--- config.mk ---
export PLATFORM = sky130hd
export DESIGN_NAME = type_rule_cfg_writer
export DESIGN_NICKNAME = d
export VERILOG_FILES = /design/src/rtl/type_rule_cfg_writer.sv
export SDC_FILE = /design/constraint.sdc
export NUM_CORES = 1
export LEC_CHECK = 0
export CORE_MARGIN = 3
export CORE_UTILIZATION = 35
export CTS_BUF_LIST = sky130_fd_sc_hd__clkbuf_16
export DETAILED_ROUTE_END_ITERATION = 10
export GPL_TIMING_DRIVEN = 0
export PLACE_DENSITY = 0.67
export SLEW_MARGIN = 20
export SYNTH_ARGS = -nofsm -noshare
export SYNTH_HDL_FRONTEND = slang
export SYNTH_SLANG_ARGS = --single-unit
--- constraint.sdc ---
create_clock -name i_clk -period 4.9 [get_ports i_clk]
set_input_delay 0.98 -clock i_clk [delete_from_list [all_inputs] [get_ports i_clk]]
set_output_delay 0.98 -clock i_clk [all_outputs]
set_load 0.01 [all_outputs]
--- src/rtl/type_rule_cfg_writer.sv ---
// type_rule_cfg_writer: assembles multi-beat rule records from a 32-bit command stream and writes the type-lookup rule table
// Ports: i_clk/i_rst_n (async active-low reset); i_cfg_valid/i_cfg_data/o_cfg_ready command stream in;
//        o_rule_wren one-hot (or all-ones) strobe with o_typeRule_valid/typeData/typeMask/keyOffset record out;
//        o_resp_valid/o_resp_data/i_resp_ready one status word per command.
// Optional: define TYPE_RULE_CFG_CHECK_EN to reject writes whose typeData has bits outside typeMask (status 3).
module type_rule_cfg_writer #(
    parameter int TYPE_NUM         = 2,
    parameter int TYPE_WIDTH       = 16,
    parameter int KEY_FILED_NUM    = 8,
    parameter int KEY_OFFSET_WIDTH = 8,
    parameter int RULE_NUM         = 16
) (
    input  logic                                     i_clk,
    input  logic                                     i_rst_n,
    input  logic                                     i_cfg_valid,
    input  logic [31:0]                              i_cfg_data,
    output logic                                     o_cfg_ready,
    output logic [RULE_NUM-1:0]                      o_rule_wren,
    output logic                                     o_typeRule_valid,
    output logic [TYPE_NUM*TYPE_WIDTH-1:0]           o_typeRule_typeData,
    output logic [TYPE_NUM*TYPE_WIDTH-1:0]           o_typeRule_typeMask,
    output logic [KEY_FILED_NUM*KEY_OFFSET_WIDTH-1:0] o_typeRule_keyOffset,
    output logic                                     o_resp_valid,
    output logic [31:0]                              o_resp_data,
    input  logic                                     i_resp_ready
);
    localparam int TD = TYPE_NUM * TYPE_WIDTH;
    localparam int KO = KEY_FILED_NUM * KEY_OFFSET_WIDTH;
    localparam int DB = (TD + 31) / 32;
    localparam int OB = (KO + 31) / 32;
    localparam int NB = 2 * DB + OB;
    localparam int CW = $clog2(NB + 1);
    typedef enum logic [2:0] {IDLE, DATA, MASK, OFFS, DRAIN, COMMIT, RESP} state_t;
    state_t               r_state, w_next;
    logic [CW-1:0]        r_cnt;
    logic [3:0]           r_op, w_op;
    logic [15:0]          r_idx, w_idx;
    logic [1:0]           r_status, w_status;
    logic [DB*32-1:0]     r_dbuf, r_mbuf;
    logic [OB*32-1:0]     r_obuf, w_obuf;
    logic [TD-1:0]        r_data, r_mask;
    logic [KO-1:0]        r_off;
    logic                 r_valid;
    logic [RULE_NUM-1:0]  r_wren, w_wren;
    logic                 w_fire, w_last, w_inr, w_bad;
    assign o_cfg_ready = (r_state != COMMIT) && (r_state != RESP);
    assign w_fire      = i_cfg_valid & o_cfg_ready;
    // In IDLE the header is still on the bus, so decode it directly rather than from the captured copy.
    assign w_op   = (r_state == IDLE) ? i_cfg_data[31:28] : r_op;
    assign w_idx  = (r_state == IDLE) ? i_cfg_data[15:0] : r_idx;
    assign w_inr  = {1'b0, w_idx} < 17'(RULE_NUM);
    assign w_wren = (w_op == 4'd3) ? '1 : RULE_NUM'(1) << w_idx;
    assign w_last = r_cnt == ((r_state == OFFS) ? CW'(OB - 1) : (r_state == DRAIN) ? CW'(NB - 1) : CW'(DB - 1));
`ifdef TYPE_RULE_CFG_CHECK_EN
    assign w_bad = |(r_dbuf[TD-1:0] & ~r_mbuf[TD-1:0]);
`else
    assign w_bad = 1'b0;
`endif
    // Offset record including the beat being accepted now, so COMMIT sees the final word.
    always_comb begin
        w_obuf = r_obuf;
        if (w_fire && r_state == OFFS) w_obuf[{r_cnt, 5'd0} +: 32] = i_cfg_data;
    end
    always_comb begin
        w_next   = r_state;
        w_status = r_status;
        case (r_state)
            IDLE: if (w_fire) begin
                w_status = (w_op == 4'd1 || w_op == 4'd2) ? (w_inr ? 2'd0 : 2'd2) : (w_op == 4'd3) ? 2'd0 : 2'd1;
                w_next   = (w_op == 4'd1) ? (w_inr ? DATA : DRAIN) : ((w_op == 4'd2 && w_inr) || w_op == 4'd3) ? COMMIT : RESP;
            end
            DATA:   if (w_fire && w_last) w_next = MASK;
            MASK:   if (w_fire && w_last) w_next = OFFS;
            OFFS: if (w_fire && w_last) begin
                w_next   = w_bad ? RESP : COMMIT;
                w_status = w_bad ? 2'd3 : 2'd0;
            end
            DRAIN:  if (w_fire && w_last) w_next = RESP;
            COMMIT: w_next = RESP;
            RESP:   if (i_resp_ready) w_next = IDLE;
            default: w_next = IDLE;
        endcase
    end
    always_ff @(posedge i_clk or negedge i_rst_n) begin
        if (!i_rst_n) begin
            r_state  <= IDLE;
            r_cnt    <= '0;
            r_op     <= '0;
            r_idx    <= '0;
            r_status <= '0;
            r_dbuf   <= '0;
            r_mbuf   <= '0;
            r_obuf   <= '0;
            r_data   <= '0;
            r_mask   <= '0;
            r_off    <= '0;
            r_valid  <= 1'b0;
            r_wren   <= '0;
        end else begin
            r_state  <= w_next;
            r_status <= w_status;
            r_cnt    <= (w_next != r_state) ? '0 : r_cnt + CW'(w_fire);
            r_obuf   <= w_obuf;
            r_wren   <= (w_next == COMMIT) ? w_wren : '0;
            if (r_state == IDLE && w_fire) begin
                r_op  <= w_op;
                r_idx <= w_idx;
            end
            if (w_fire && r_state == DATA) r_dbuf[{r_cnt, 5'd0} +: 32] <= i_cfg_data;
            if (w_fire && r_state == MASK) r_mbuf[{r_cnt, 5'd0} +: 32] <= i_cfg_data;
            if (w_next == COMMIT) r_valid <= w_op == 4'd1;
            if (r_state == OFFS && w_next == COMMIT) begin
                r_data <= r_dbuf[TD-1:0];
                r_mask <= r_mbuf[TD-1:0];
                r_off  <= w_obuf[KO-1:0];
            end
        end
    end
    assign o_rule_wren          = r_wren;
    assign o_typeRule_valid     = r_valid;
    assign o_typeRule_typeData  = r_data;
    assign o_typeRule_typeMask  = r_mask;
    assign o_typeRule_keyOffset = r_off;
    assign o_resp_valid         = r_state == RESP;
    assign o_resp_data          = {r_op, 10'b0, r_status, r_idx};
endmodule

==> results of run 1 <==
==> through the flow <==
stage / setup WS (ps) / util [%] / power [mW] / area, um^2 / cells
floorplan: 2046 / - / 4.962 / 12330 / 1219
global placement: -9910 / 43.16 / 6.161 / 14910 / 1875
detailed placement: 1166 / 43.43 / 6.248 / 15000 / 1878
CTS: 1170 / 46.39 / 8.628 / 16020 / 1938
global route: 993.2 / 46.39 / 9.079 / 16020 / 1938
finish: 1198 / 46.39 / 8.558 / 16020 / 1938
==> layer usage <==
layer | vias to the layer above | global-route usage (%) | routed length, um
met5 | - | 0 | 0
met4 | 0 | 5.786 | 1025
met3 | 56 | 3.814 | 2124
met2 | 286 | 29.65 | 16320
met1 | 4600 | 24.63 | 15260
li1 | 4461 | - | -
==> cell families after synthesis <==
group | Yosys count
and+or+nand+nor | 531
DFF | 301
AOI/OAI and AO/OA | 177
buffers and inverters | 126
muxes | 68
adders and majority gates | 5
other | 1
xor gates and xnor gates | 1
==> power by group through the flow <==
stage	combinational (mW)	clock (mW)	sequential [mW]
after detailed placement	2.65	0	3.60
after global placement	2.58	0	3.59
after CTS	2.67	2.40	3.56
final	2.65	2.35	3.56
after floorplan	1.33	0	3.63
after global routing	2.93	2.51	3.65
==> path summary, 6_finish.rpt <==
kind | startpoint | endpoint | slack (ps)
min | i_rst_n | r_dbuf[24] | 390
min reg2reg | r_mbuf[29] | o_typeRule_typeMask[29] | 470
min in group i_clk | r_mbuf[29] | o_typeRule_typeMask[29] | 470
max in group asynchronous | i_rst_n | r_obuf[38] | 3360
max reg2reg | r_cnt[0] | o_typeRule_keyOffset[31] | 1200
max | r_cnt[0] | o_typeRule_keyOffset[31] | 1200
==> state kept, by name (all words and copies together), names as in the netlist <==
signal and flops:
r_cnt 3, o_typeRule_typeData 32, r_obuf 64, o_rule_wren 16, r_mbuf 32, o_typeRule_valid 1, r_op 4, o_typeRule_keyOffset 64
r_idx 16, r_state 3, r_status 2, r_dbuf 32, o_typeRule_typeMask 32
==> placed cells by master, fill, tap and decap left out, types with 10 or more instances in the layout <==
cell type / n
o21ai_2: 32
inv_1: 46
nand2_1: 421
conb_1: 10
clkbuf_16: 34
o21ai_0: 100
nand3_1: 43
clkbuf_1: 52
mux2_2: 57
buf_2: 11
a21oi_1: 18
nor3_1: 19
dfrtp_1: 301
clkdlybuf4s50_1: 200
buf_4: 11
==> critical path, cell delays in order (launching register included) <==
cell and delay, ps:
dfrtp_1 530, inv_1 80, ha_1 220, ha_1 270
clkbuf_1 260, nor3_2 640, nor4b_4 950, buf_6 270
o21ai_2 80, mux2_2 270
==> area by class of cell <==
| cell class | instances | area [um^2] | area share [%] |
|---|---|---|---|
| Buffer | 86 | 422.9 | 2.639 |
| Clock buffer | 34 | 850.8 | 5.310 |
| Clock inverter | 26 | 171.4 | 1.070 |
| Inverter | 40 | 150.1 | 0.9371 |
| Multi-Input combinational cell | 792 | 4227 | 26.38 |
| Sequential cell | 301 | 7532 | 47.01 |
| Tap cell | 455 | 569.3 | 3.553 |
| Timing Repair Buffer | 204 | 2100 | 13.10 |
==> results.cfg, run 1 <==
[cts]
cts_made_buffers = 34
clockBufferDepth = 3
hold_buffers = 0
cts_resized = 0
postCtsSetupRepairBufs = 0
clock_latency_ps = 520
clk_pin_slew_ps = 60
clock-root-buffer = clkbuf_16
cts_max_level = 2
cts.sinks = 301
cts_tree = done

[die]
ioPinCount = 215
start_util_pct = 35.59
coreArea_um2 = 34540
die_area_um2 = 37410
dieWidth_um = 193.4
die_h_um = 193.4
rows = 68

[sta]
slew_headroom_pct = 31.57
setup-tns-final_ps = 0
rsz0062_at_grt = no
period_share_pct = 75.56
final_hold_viol_count = 0
finalMaxSlewViolations = 0
clock.fmax_mhz = 270.1
fin_worst_skew_ps = 12.15
whs_ps = 385.8
worst_pin_slew_ps = 1022
period_needed_ps = 3702
finalSetupViolCount = 0

[logic_synthesis]
synth_top_area_share_pct = 61.27
yosys-mux-area-fraction_pct = 6.443
synth_top_family_by_area = simple AND/OR/NAND/NOR gates
synth.most_common_cell = nand2_1
synthFlopType = dfrtp_1
synthSimpleGateAreaFrac_pct = 18.09
ys_seq_area_share_pct = 61.27
synthXorXnorAreaFrac_pct = 0.07125
ys_types = 51
ys_warn_count = 0
synth_compound_area_share_pct = 8.926
synth_area_um2 = 12290
synth-seq-cells = 301
synthTopCellsByCount = 421 x nand2_1, 301 x dfrtp_1, 100 x o21ai_0
synthArstFlopShare_pct = 100.0
synth_fa_ha_area_share_pct = 0.5089
synth_edf_count = 0
synthCells = 1210
synth_area_per_cell_um2 = 10.16
synth_area_leaders = dfrtp_1 61%, nand2_1 13%, mux2_2 5.2%, o21ai_0 4.1%, o21ai_2 2.3%
yosys.area.top_type = dfrtp_1

[pwr]
p_switching_mw = 2.879
p_comb_share_pct = 31.0
seq_power_share_pct = 41.6
ir_drop_uv = 330.2
swShare_pct = 33.64
p_int_mw = 5.678
leakagePower_nw = 7.488
power.density_nw_per_um2 = 534.1
p_clk_share_pct = 27.4

[global_route]
grt_pass1_vias = 9620
grt_pass1_wl_um = 54940
grt_usage_pct = 18.24
overflow = 0
grt_max_degree = 97
grt_antenna_before_repair = 0

[routing]
wire_per_inst_um = 17.92
drt-initial-drc-count = 672
wirelength_um = 34720
vias = 9403
ant_nets = 0
vias_per_cell = 4.852
drtPass1Iterations = 5
remaining_drc_errors = 0

[worst_setup_path]
startpoint_type = register
critical_path_arrival_ps = 4100
crit_path_end_kind = register
critical_path_class = reg -> reg
cp.required_ps = 5290
crit_fanout = 10
ff2ff_path_depth = 9

[min_path]
hold_class = in -> async

[place]
dp.final_hpwl_um = 25220
place_congestion = 0.8569
port_buffers = 201

[final_layout]
nets = 1500
drive_gt1_share_pct = 12.27
nFillCells = 3275
syn2layout_area_growth_pct = 30.34
n_antenna_cell = 0

[job]
max_cap_violations = 0

[status]
status = finished clean
Power figures use the tool's default switching activity.
==> inputs of run 2 (changes only) <==
--- a/config.mk
+++ b/config.mk
@@ -10,7 +10,7 @@
 export CTS_BUF_LIST = sky130_fd_sc_hd__clkbuf_16
 export DETAILED_ROUTE_END_ITERATION = 10
 export GPL_TIMING_DRIVEN = 0
-export PLACE_DENSITY = 0.67
+export PLACE_DENSITY = 0.69
 export SLEW_MARGIN = 20
 export SYNTH_ARGS = -nofsm -noshare
 export SYNTH_HDL_FRONTEND = slang
==> constraint.sdc (replaced) <==
create_clock -name i_clk -period 3.2 [get_ports i_clk]
set_input_delay 0.64 -clock i_clk [delete_from_list [all_inputs] [get_ports i_clk]]
set_output_delay 0.64 -clock i_clk [all_outputs]
set_load 0.01 [all_outputs]
==> results.cfg, run 2 (same netlist as run 1, synthesis figures left out) <==
[cts]
clk_pin_slew_ps = 60
cts_made_buffers = 34
clock_latency_ps = 510
cts_tree = done
clockBufferDepth = 3
cts_max_level = 2
clock-root-buffer = clkbuf_16
cts.sinks = 301

[worst_setup_path]
cp.required_ps = 2560
critical_path_arrival_ps = 2320
critical_path_class = reg -> out
crit_fanout = 10
crit_path_end_kind = output port
rrSetupSlack_ps = 340
startpoint_type = register

[routing]
wire_per_inst_um = 17.75
wirelength_um = 34440
drt-initial-drc-count = 683
vias = 9570
vias_per_cell = 4.933
remaining_drc_errors = 0
drtPass1Iterations = 6
ant_nets = 0

[sta]
period_share_pct = 92.48
final_hold_viol_count = 0
rsz0062_at_grt = no
worst_pin_slew_ps = 821.9
finalMaxSlewViolations = 0
setup-tns-final_ps = 0
fin_ws_ps = 240.7
finalSetupViolCount = 0
fin_worst_skew_ps = 10.01
whs_ps = 465.5
clock.fmax_mhz = 337.9
period_needed_ps = 2959
slew_headroom_pct = 44.44

[global_route]
grt_max_degree = 103
grt_pass1_vias = 9575
grt_usage_pct = 18.22
grt_pass1_wl_um = 54890
grt_antenna_before_repair = 0
overflow = 0

[pwr]
power.density_nw_per_um2 = 825.6
leakagePower_nw = 7.534
ir_drop_uv = 421.1

[final_layout]
syn2layout_area_growth_pct = 31.30
n_antenna_cell = 0
final_cell_mix = 421 x nand2_1, 301 x dfrtp_1, 200 x clkdlybuf4s50_1
nets = 1505
nFillCells = 3259
finish.instance_area_um2 = 16140
final_common_cell = nand2_1
drive_gt1_share_pct = 12.53

[min_path]
hold_class = reg -> reg

[place]
port_buffers = 201
place_area_um2 = 15000
place_congestion = 0.8842
detailedPlace.worstSlack_ps = -571.1
dp.final_hpwl_um = 25090

[die]
coreArea_um2 = 34540
rows = 68
start_util_pct = 35.59
ioPinCount = 215
dieWidth_um = 193.4
die_area_um2 = 37410
die_h_um = 193.4

[job]
max_cap_violations = 0

[status]
status = finished clean
-- run 2: cell types whose count changed in the layout (fill, tap and decap cells not counted), sizes merged --
cell         before  now
clkinvlp          2    0
inv              49   44
dlygate4sd3       0    1
buf              38   42
clkinv           14   15
bufinv            1    4
-- run 2: metal layers --
metal	vias to the layer above	GRT usage, %	part of all wire [%]
li1	4483	-	-
met1	4706	24.25	44
met2	313	30.45	48
met3	68	3.100	5.6
met4	0	6.001	3.0
met5	-	0	0
-- run 2: report_power, final --
group          leakage (nW)  switching [mW]  internal [mW]
clock                 0.541            1.53           2.26
combinational          3.06            2.21           1.87
sequential             3.93           0.632           4.83
-- run 2: final cells by class --
class	count	area [um^2]	area share [%]
Sequential cell	301	7532	46.67
Multi-Input combinational cell	792	4233	26.22
Timing Repair Buffer	209	2152	13.33
Clock buffer	34	850.8	5.271
Tap cell	455	569.3	3.527
Buffer	86	422.9	2.620
Clock inverter	23	230.2	1.426
Inverter	40	150.1	0.9302
-- run 2: final timing paths --
check                                start                        to  depth (start not counted)
worst max register to register    r_cnt[0]                r_mbuf[30]                         10
max in group asynchronous          i_rst_n   o_typeRule_typeData[29]                          4
worst min register to register  r_mbuf[10]   o_typeRule_typeMask[10]                          2
worst min-delay path            r_mbuf[10]   o_typeRule_typeMask[10]                          2
worst max-delay path            r_state[0]               o_cfg_ready                          4
min in group asynchronous          i_rst_n  o_typeRule_keyOffset[38]                          2
-- run 2: metrics by stage --
stage | util [%] | instances | total power [mW]
6_report | 46.73 | 1940 | 13.33
5_1_grt | 46.73 | 1940 | 14.16
3_5_place_dp | 43.43 | 1878 | 9.554
4_1_cts | 46.68 | 1938 | 13.41
2_1_floorplan | - | 1219 | 7.598
3_3_place_gp | 43.16 | 1875 | 9.418
-- run 2: critical path, stage by stage (launching register included) --
cell and delay [ps]:
dfrtp_1 420, clkbuf_1 350, nor2b_1 150, o21ai_0 270, clkdlybuf4s50_1 610
-- run 2: timing repair --
item / CTS / global route
cloned: 0 / 0
pin swaps: 0 / 1
setup buffers: 2 / 2
endpoints found under the hold margin: 9 / 0
setup endpoints to repair: 127 / 63
gates resized for setup: 1 / 0
hold buffers: 1 / 0
